`src/rtl/kl_scan_controller_pkg.sv`:
```
// rtl/kl_scan_controller_pkg.sv - shared types and constants for the KL scan controller
// Purpose: FSM state encoding, digit-code width and the all-dark segment pattern.
// Ports: none (package).
package kl_scan_controller_pkg;

  typedef enum logic {
    STATE_IDLE = 1'b0,
    STATE_SCAN = 1'b1
  } state_t;

  localparam int          CODE_W  = 4;
  localparam int          SEG_W   = 7;
  localparam logic [6:0]  SEG_OFF = 7'b0000000;

endpackage

```
`src/rtl/kl_seg_decode.sv`:
```
// rtl/kl_seg_decode.sv - combinational 4-bit digit code to 7-bit KL pattern
// Purpose: maps codes 0..9 to their KL patterns; codes 10..15 decode dark.
// Ports:
//   code  in   [3:0]  digit code
//   seg   out  [6:0]  KL pattern
module kl_seg_decode
  import kl_scan_controller_pkg::*;
(
  input  logic [CODE_W-1:0] code,
  output logic [SEG_W-1:0]  seg
);

  always_comb begin
    seg = SEG_OFF;
    unique case (code)
      4'd0:    seg = 7'b1111110;
      4'd1:    seg = 7'b1000000;
      4'd2:    seg = 7'b1000001;
      4'd3:    seg = 7'b1001001;
      4'd4:    seg = 7'b0100011;
      4'd5:    seg = 7'b0011101;
      4'd6:    seg = 7'b0100101;
      4'd7:    seg = 7'b0010011;
      4'd8:    seg = 7'b0110110;
      4'd9:    seg = 7'b0110111;
      default: seg = SEG_OFF;
    endcase
  end

endmodule

```
`src/rtl/kl_scan_controller.sv`:
```
// rtl/kl_scan_controller.sv - double-buffered time-multiplexed KL display scanner
// Purpose: accepts a packed word of digit codes, holds it in a shadow buffer,
//   swaps it into the active buffer at frame boundaries and scans the digits
//   through one shared decoder with a dead slot before each digit.
// Ports:
//   clk         in   system clock
//   rst_n       in   asynchronous active-low reset
//   clear       in   synchronous abort to IDLE, drops pending data
//   load_valid  in   load_data valid
//   load_ready  out  shadow buffer free
//   load_data   in   [4*NUM_DIGITS-1:0] digit codes, digit 0 in [3:0]
//   blank_en    in   leading-zero blanking enable
//   seg         out  [6:0] registered KL pattern
//   digit_sel   out  [NUM_DIGITS-1:0] registered one-hot digit enable
//   frame_done  out  pulse on the last cycle of each frame
//   busy        out  high while scanning
module kl_scan_controller
  import kl_scan_controller_pkg::*;
#(
  parameter int NUM_DIGITS = 4,
  parameter int SCAN_DIV   = 1000
) (
  input  logic                         clk,
  input  logic                         rst_n,
  input  logic                         clear,
  input  logic                         load_valid,
  output logic                         load_ready,
  input  logic [CODE_W*NUM_DIGITS-1:0] load_data,
  input  logic                         blank_en,
  output logic [SEG_W-1:0]             seg,
  output logic [NUM_DIGITS-1:0]        digit_sel,
  output logic                         frame_done,
  output logic                         busy
);

  localparam int DATA_W = CODE_W * NUM_DIGITS;
  localparam int IDX_W  = (NUM_DIGITS > 1) ? $clog2(NUM_DIGITS) : 1;
  localparam int SLOT_W = $clog2(SCAN_DIV);

  localparam logic [IDX_W-1:0]  IDX_LAST  = IDX_W'(NUM_DIGITS - 1);
  localparam logic [SLOT_W-1:0] SLOT_LAST = SLOT_W'(SCAN_DIV - 1);

  state_t                  state_q, state_d;
  logic                    pending_q, pending_d;
  logic [DATA_W-1:0]       shadow_q, shadow_d;
  logic [DATA_W-1:0]       active_q, active_d;
  logic [IDX_W-1:0]        idx_q, idx_d;
  logic [SLOT_W-1:0]       slot_q, slot_d;

  logic [SEG_W-1:0]        seg_q, seg_d;
  logic [NUM_DIGITS-1:0]   digit_sel_q, digit_sel_d;
  logic                    frame_done_q, frame_done_d;
  logic                    busy_q, busy_d;

  logic                    accept;
  logic                    frame_end;
  logic [CODE_W-1:0]       code_sel;
  logic [SEG_W-1:0]        seg_dec;
  logic [NUM_DIGITS-1:0]   zero_from;
  logic                    zero_run;
  logic                    blank_sel;
  logic                    lit;

  assign load_ready = !pending_q;
  assign accept     = load_valid && load_ready && !clear;
  assign frame_end  = (state_q == STATE_SCAN) && (idx_q == IDX_LAST) && (slot_q == SLOT_LAST);

  // Next-state for buffers, FSM and counters.
  always_comb begin
    state_d   = state_q;
    pending_d = pending_q;
    shadow_d  = shadow_q;
    active_d  = active_q;
    idx_d     = idx_q;
    slot_d    = slot_q;

    if (accept) begin
      shadow_d  = load_data;
      pending_d = 1'b1;
    end

    unique case (state_q)
      STATE_IDLE: begin
        if (pending_q) begin
          active_d  = shadow_q;
          pending_d = 1'b0;
          state_d   = STATE_SCAN;
          idx_d     = '0;
          slot_d    = '0;
        end
      end
      STATE_SCAN: begin
        if (slot_q == SLOT_LAST) begin
          slot_d = '0;
          idx_d  = (idx_q == IDX_LAST) ? '0 : idx_q + 1'b1;
        end else begin
          slot_d = slot_q + 1'b1;
        end
        // A pending word can never coincide with an accept here, since
        // load_ready is low whenever pending_q is set.
        if (frame_end && pending_q) begin
          active_d  = shadow_q;
          pending_d = 1'b0;
        end
      end
      default: state_d = STATE_IDLE;
    endcase

    if (clear) begin
      state_d   = STATE_IDLE;
      pending_d = 1'b0;
      idx_d     = '0;
      slot_d    = '0;
    end
  end

  // zero_from[i]: digits i..NUM_DIGITS-1 of the buffer being shown are all zero.
  always_comb begin
    zero_run  = 1'b1;
    zero_from = '0;
    for (int i = NUM_DIGITS - 1; i >= 0; i--) begin
      zero_run     = zero_run && (active_d[i*CODE_W +: CODE_W] == '0);
      zero_from[i] = zero_run;
    end
  end

  // Digit mux feeding the shared decoder. Outputs are computed from the
  // next-state values so the registered outputs line up with the counters
  // they describe.
  always_comb begin
    code_sel    = '0;
    blank_sel   = 1'b0;
    digit_sel_d = '0;
    lit         = (state_d == STATE_SCAN) && (slot_d != '0);
    for (int i = 0; i < NUM_DIGITS; i++) begin
      if (idx_d == IDX_W'(i)) begin
        code_sel       = active_d[i*CODE_W +: CODE_W];
        blank_sel      = blank_en && (i != 0) && zero_from[i];
        digit_sel_d[i] = lit;
      end
    end
  end

  kl_seg_decode u_seg_decode (
    .code (code_sel),
    .seg  (seg_dec)
  );

  always_comb begin
    seg_d        = (lit && !blank_sel) ? seg_dec : SEG_OFF;
    frame_done_d = (state_d == STATE_SCAN) && (idx_d == IDX_LAST) && (slot_d == SLOT_LAST);
    busy_d       = (state_d == STATE_SCAN);
  end

  always_ff @(posedge clk or negedge rst_n) begin
    if (!rst_n) begin
      state_q      <= STATE_IDLE;
      pending_q    <= 1'b0;
      shadow_q     <= '1;
      active_q     <= '1;
      idx_q        <= '0;
      slot_q       <= '0;
      seg_q        <= SEG_OFF;
      digit_sel_q  <= '0;
      frame_done_q <= 1'b0;
      busy_q       <= 1'b0;
    end else begin
      state_q      <= state_d;
      pending_q    <= pending_d;
      shadow_q     <= shadow_d;
      active_q     <= active_d;
      idx_q        <= idx_d;
      slot_q       <= slot_d;
      seg_q        <= seg_d;
      digit_sel_q  <= digit_sel_d;
      frame_done_q <= frame_done_d;
      busy_q       <= busy_d;
    end
  end

  assign seg        = seg_q;
  assign digit_sel  = digit_sel_q;
  assign frame_done = frame_done_q;
  assign busy       = busy_q;

endmodule

```
`config.mk`:
```
export PLATFORM = sky130hd
export DESIGN_NAME = kl_scan_controller
export DESIGN_NICKNAME = d
export VERILOG_FILES = /design/src/rtl/kl_scan_controller_pkg.sv /design/src/rtl/kl_seg_decode.sv /design/src/rtl/kl_scan_controller.sv
export SDC_FILE = /design/constraint.sdc
export NUM_CORES = 1
export LEC_CHECK = 0
export CAP_MARGIN = 20
export CORE_MARGIN = 2
export CORE_UTILIZATION = 50
export DETAILED_ROUTE_END_ITERATION = 6
export PLACE_DENSITY = 0.82
export SLEW_MARGIN = 30
export SYNTH_ARGS = -nofsm -noshare
export SYNTH_HDL_FRONTEND = slang
export SYNTH_HIERARCHICAL = 1
export SYNTH_SLANG_ARGS = --single-unit
```
`constraint.sdc`:
```
create_clock -name clk -period 3.23 [get_ports clk]
set_input_delay 0.8075 -clock clk [delete_from_list [all_inputs] [get_ports clk]]
set_output_delay 0.8075 -clock clk [all_outputs]
set_load 0.005 [all_outputs]
```
==> out/qor.txt <==
STATUS
-----------------------------------------------------------------------------------------
Result of the run                                                            complete, no violations

SYNTHESIS
-----------------------------------------------------------------------------------------
Count of distinct cell types in the synthesized netlist                                62
Mean area per synthesized cell                                                10.50 sq um
Compound-gate portion of the synthesized area                                      14.00%
Syn nets                                                                              325
Synthesized-area fraction occupied by xor and xnor cells                           1.120%
Warnings from Yosys                                                                     6
Proportion of register bits with asynchronous set or reset after synthesis         100.0%
Top FF cell, synth                                                           sky130_fd_sc_hd__dfstp_2
Adder and majority gate portion of the synthesized area                            2.400%
Flop and latch count out of synthesis                                                  58
Main combinational cell family by area after synthesis                       simple AND/OR/NAND/NOR gates
Cell count after synthesis                                                            298
Count of flip-flops with a built-in enable after synthesis                              0
Post-synth design cell area                                                  0.003128 sq mm
Mux cell area share after synthesis                                                11.24%
Seq/Total Area, Yosys                                                              47.68%
Simple-gate share of the synthesized area                                          20.72%

SETUP PATH
-----------------------------------------------------------------------------------------
Cell Chain, Critical Path                                                    ha_1, or3b_2, nor4_1, nor3_2, nor2_2, buf_4, nand3_1, o21ai_1, inv_1, ha_1, nor2_1, a21oi_1, nor2_1, and2_1
Critical Path RT                                                                  3.46 ns
Critical Path Fanout Max                                                                5
Largest stage delay on the critical path                                          0.45 ns
Endpoint kind of the worst setup timing path                                     register
Slowest stage cell, crit path                                                sky130_fd_sc_hd__or3b_2
Crit Path Category                                                           register to register
Register-to-register setup slack                                                  0.13 ns
WP data arrival                                                                   3.33 ns
Critical path's top delay family                                             simple AND/OR/NAND/NOR gates
Number of buffers and inverters on the critical path                                    2
Nature of the critical path startpoint                                           register

ROUTING
-----------------------------------------------------------------------------------------
Post-detailed-route DRC marker count                                                    0
Via/cell ratio                                                                      5.751
Wire length reported by the detailed router                                      7.219 mm
Mean routed wirelength per cell                                                  16.48 um
Count of vias placed by the detailed router                                          2519
Pre-Repair DR Iteration Count                                                           4
Post-route ant nets                                                                     0
Number of DRC violations after detailed-routing iteration 0                           208

DIE
-----------------------------------------------------------------------------------------
Die Height                                                                       83.10 um
Number of top-level pins                                                               35
Row count                                                                              28
Floorplan die width                                                              83.10 um
Core Area                                                                    0.005991 sq mm
Initial core utilization                                                           52.21%
Die area                                                                     0.006905 sq mm

CELLS AND AREA
-----------------------------------------------------------------------------------------
Commonest non-fill, non-tap cell in the layout                               sky130_fd_sc_hd__nand2_1
Final design instance area without fill                                      0.003925 sq mm
Syn-to-layout area delta                                                           25.48%
Number of filler cells placed in the layout                                           440
Commonest cells after routing, fill and taps aside                           sky130_fd_sc_hd__nand2_1, sky130_fd_sc_hd__clkdlybuf4s50_1, sky130_fd_sc_hd__dfstp_2, sky130_fd_sc_hd__buf_4
N_diodes                                                                                0
Proportion of layout cells with a drive suffix above 1                             33.33%
# nets final                                                                          385
Post-layout utilization of the core                                                65.52%
Number of cells in the finished layout apart from fillers                             438

TIMING
-----------------------------------------------------------------------------------------
Final total negative setup slack                                                     0 ns
Maximum clock frequency                                                         322.4 MHz
# setup viols final                                                                     0
Worst path setup slack after routing                                            0.1278 ns
Relative max-transition margin                                                     45.36%
Final-report max-slew violation count                                                   0
Smallest hold slack                                                             0.4595 ns
Clock skew after layout                                                        0.01900 ns
Number of hold violations in the final report                                           0
Worst Tran Pin Value                                                            0.8196 ns
Share of the clock period used by the worst path                                   96.04%
Minimum clock period after layout                                                3.102 ns

GLOBAL ROUTE
-----------------------------------------------------------------------------------------
Overflow left after global routing                                                      0
Pin count of the biggest net entering global routing                                   38
Via count of the first global-routing pass                                           2583
Overall routing resource usage                                                     22.29%
Initial antenna violation count                                                         0
Wire length of the first global-routing pass                                     12.45 mm

CTS
-----------------------------------------------------------------------------------------
Cell chosen for the clock root                                               sky130_fd_sc_hd__clkbuf_8
TritonCTS clock tree                                                                  yes
Worst-path clk slew                                                               0.07 ns
Clock Latency Late Sink                                                           0.35 ns
Deepest level of the CTS H-tree                                                         3
Number of buffers created by CTS                                                        9
Clock net sink count                                                                   58
Clk buf depth                                                                           2
Number of hold buffers added after CTS                                                  0

PWR
-----------------------------------------------------------------------------------------
Overall power                                                                    2.143 mW
Leakage power total                                                              1.635 nW
Maximum VDD drop                                                              0.0004531 V
Total power divided by cell area                                             546.0 mW/mm^2

PLACEMENT
-----------------------------------------------------------------------------------------
Post-placement setup slack                                                     0.03993 ns
Port Buffer Count                                                                      34
DP Cell Count                                                                         418
RD Place Congestion                                                                0.8910
Placed Instance Area                                                         0.003687 sq mm
Final HPWL from detailed placement                                               5.277 mm

HOLD PATH
-----------------------------------------------------------------------------------------
Path type of the worst min-delay path                                        register to register

JOB
-----------------------------------------------------------------------------------------
Max-capacitance violation count                                                         0

[layout make-up]
cell class / count / area (sq um) / share of cell area (%)
well taps: 75 / 93.84 / 2.391
multi-input cells: 219 / 1570 / 40.01
repair buffers: 63 / 553.0 / 14.09
clock inverters: 3 / 40.04 / 1.020
flip-flops and latches: 58 / 1493 / 38.03
clock buffers: 13 / 148.9 / 3.793
inverters: 7 / 26.28 / 0.6694
[per-layer routing]
metal / GRT usage, % / vias to the layer above / routed length (um)
li1: - / 1193 / -
met1: 29.82 / 1216 / 3204
met2: 34.90 / 92 / 3412
met3: 4.871 / 18 / 438
met4: 9.836 / 0 / 163
met5: 0 / - / 0
[cell usage after synthesis, drive strengths merged (7+ instances only)]
| library cell | number | area share (%) |
|---|---|---|
| a21oi | 11 | 1.9 |
| and2 | 10 | 2.0 |
| clkbuf | 8 | 0.96 |
| dfrtp | 26 | 21 |
| dfstp | 32 | 27 |
| inv | 7 | 0.84 |
| mux2 | 25 | 9.0 |
| mux2i | 7 | 2.2 |
| nand2 | 45 | 5.4 |
| nand3 | 8 | 1.3 |
| nor2 | 23 | 2.8 |
| nor4 | 8 | 1.6 |
[sequential cells by signal, summed over array words and instances (netlist names)]
name / count
slot_q: 10
frame_done: 1
idx_q: 2
digit_sel: 4
pending_q: 1
busy: 1
shadow_q: 16
active_q: 16
seg: 7
[worst register-to-register path: stages (launching register included)]
cell                      delay (ns)
sky130_fd_sc_hd__dfrtp_1        0.44
sky130_fd_sc_hd__ha_1           0.24
sky130_fd_sc_hd__or3b_2         0.45
sky130_fd_sc_hd__nor4_1         0.26
sky130_fd_sc_hd__nor3_2         0.16
sky130_fd_sc_hd__nor2_2         0.24
sky130_fd_sc_hd__buf_4          0.18
sky130_fd_sc_hd__nand3_1        0.07
sky130_fd_sc_hd__o21ai_1        0.14
sky130_fd_sc_hd__inv_1          0.13
sky130_fd_sc_hd__ha_1           0.35
sky130_fd_sc_hd__nor2_1         0.05
sky130_fd_sc_hd__a21oi_1        0.12
sky130_fd_sc_hd__nor2_1         0.05
sky130_fd_sc_hd__and2_1         0.14
[final timing paths]
| kind | startpoint | end | cells after the start |
|---|---|---|---|
| worst min-delay path | shadow_q[12]$_DFFE_PN1P_ | active_q[12]$_DFF_PN1_ | 2 |
| max in group asynchronous | rst_n | shadow_q[8]$_DFFE_PN1P_ | 2 |
| worst min register to register | shadow_q[12]$_DFFE_PN1P_ | active_q[12]$_DFF_PN1_ | 2 |
| worst max register to register | idx_q[1]$_DFF_PN0_ | seg[3]$_DFF_PN0_ | 14 |
| worst max-delay path | idx_q[1]$_DFF_PN0_ | seg[3]$_DFF_PN0_ | 14 |
| min in group asynchronous | rst_n | slot_q[0]$_DFF_PN0_ | 1 |
[cells by family after synthesis]
group / count (synthesis)
and+or+nand+nor: 124
DFF: 58
AOI/OAI and AO/OA: 53
muxes: 32
buffers and inverters: 21
adders and majority gates: 6
xor gates and xnor gates: 4
[power by group]
group | internal [mW] | switching, mW | total (mW)
clock network | 0.376 | 0.278 | 0.654
registers | 0.915 | 0.0754 | 0.990
logic | 0.253 | 0.246 | 0.499
total | 1.54 | 0.599 | 2.14
[what timing repair did]
action / CTS / global route
endpoints found under the setup margin: 0 / 6
buffers inserted: 0 / 4
resized for setup: 0 / 7
(Power assumes the default switching activity.)
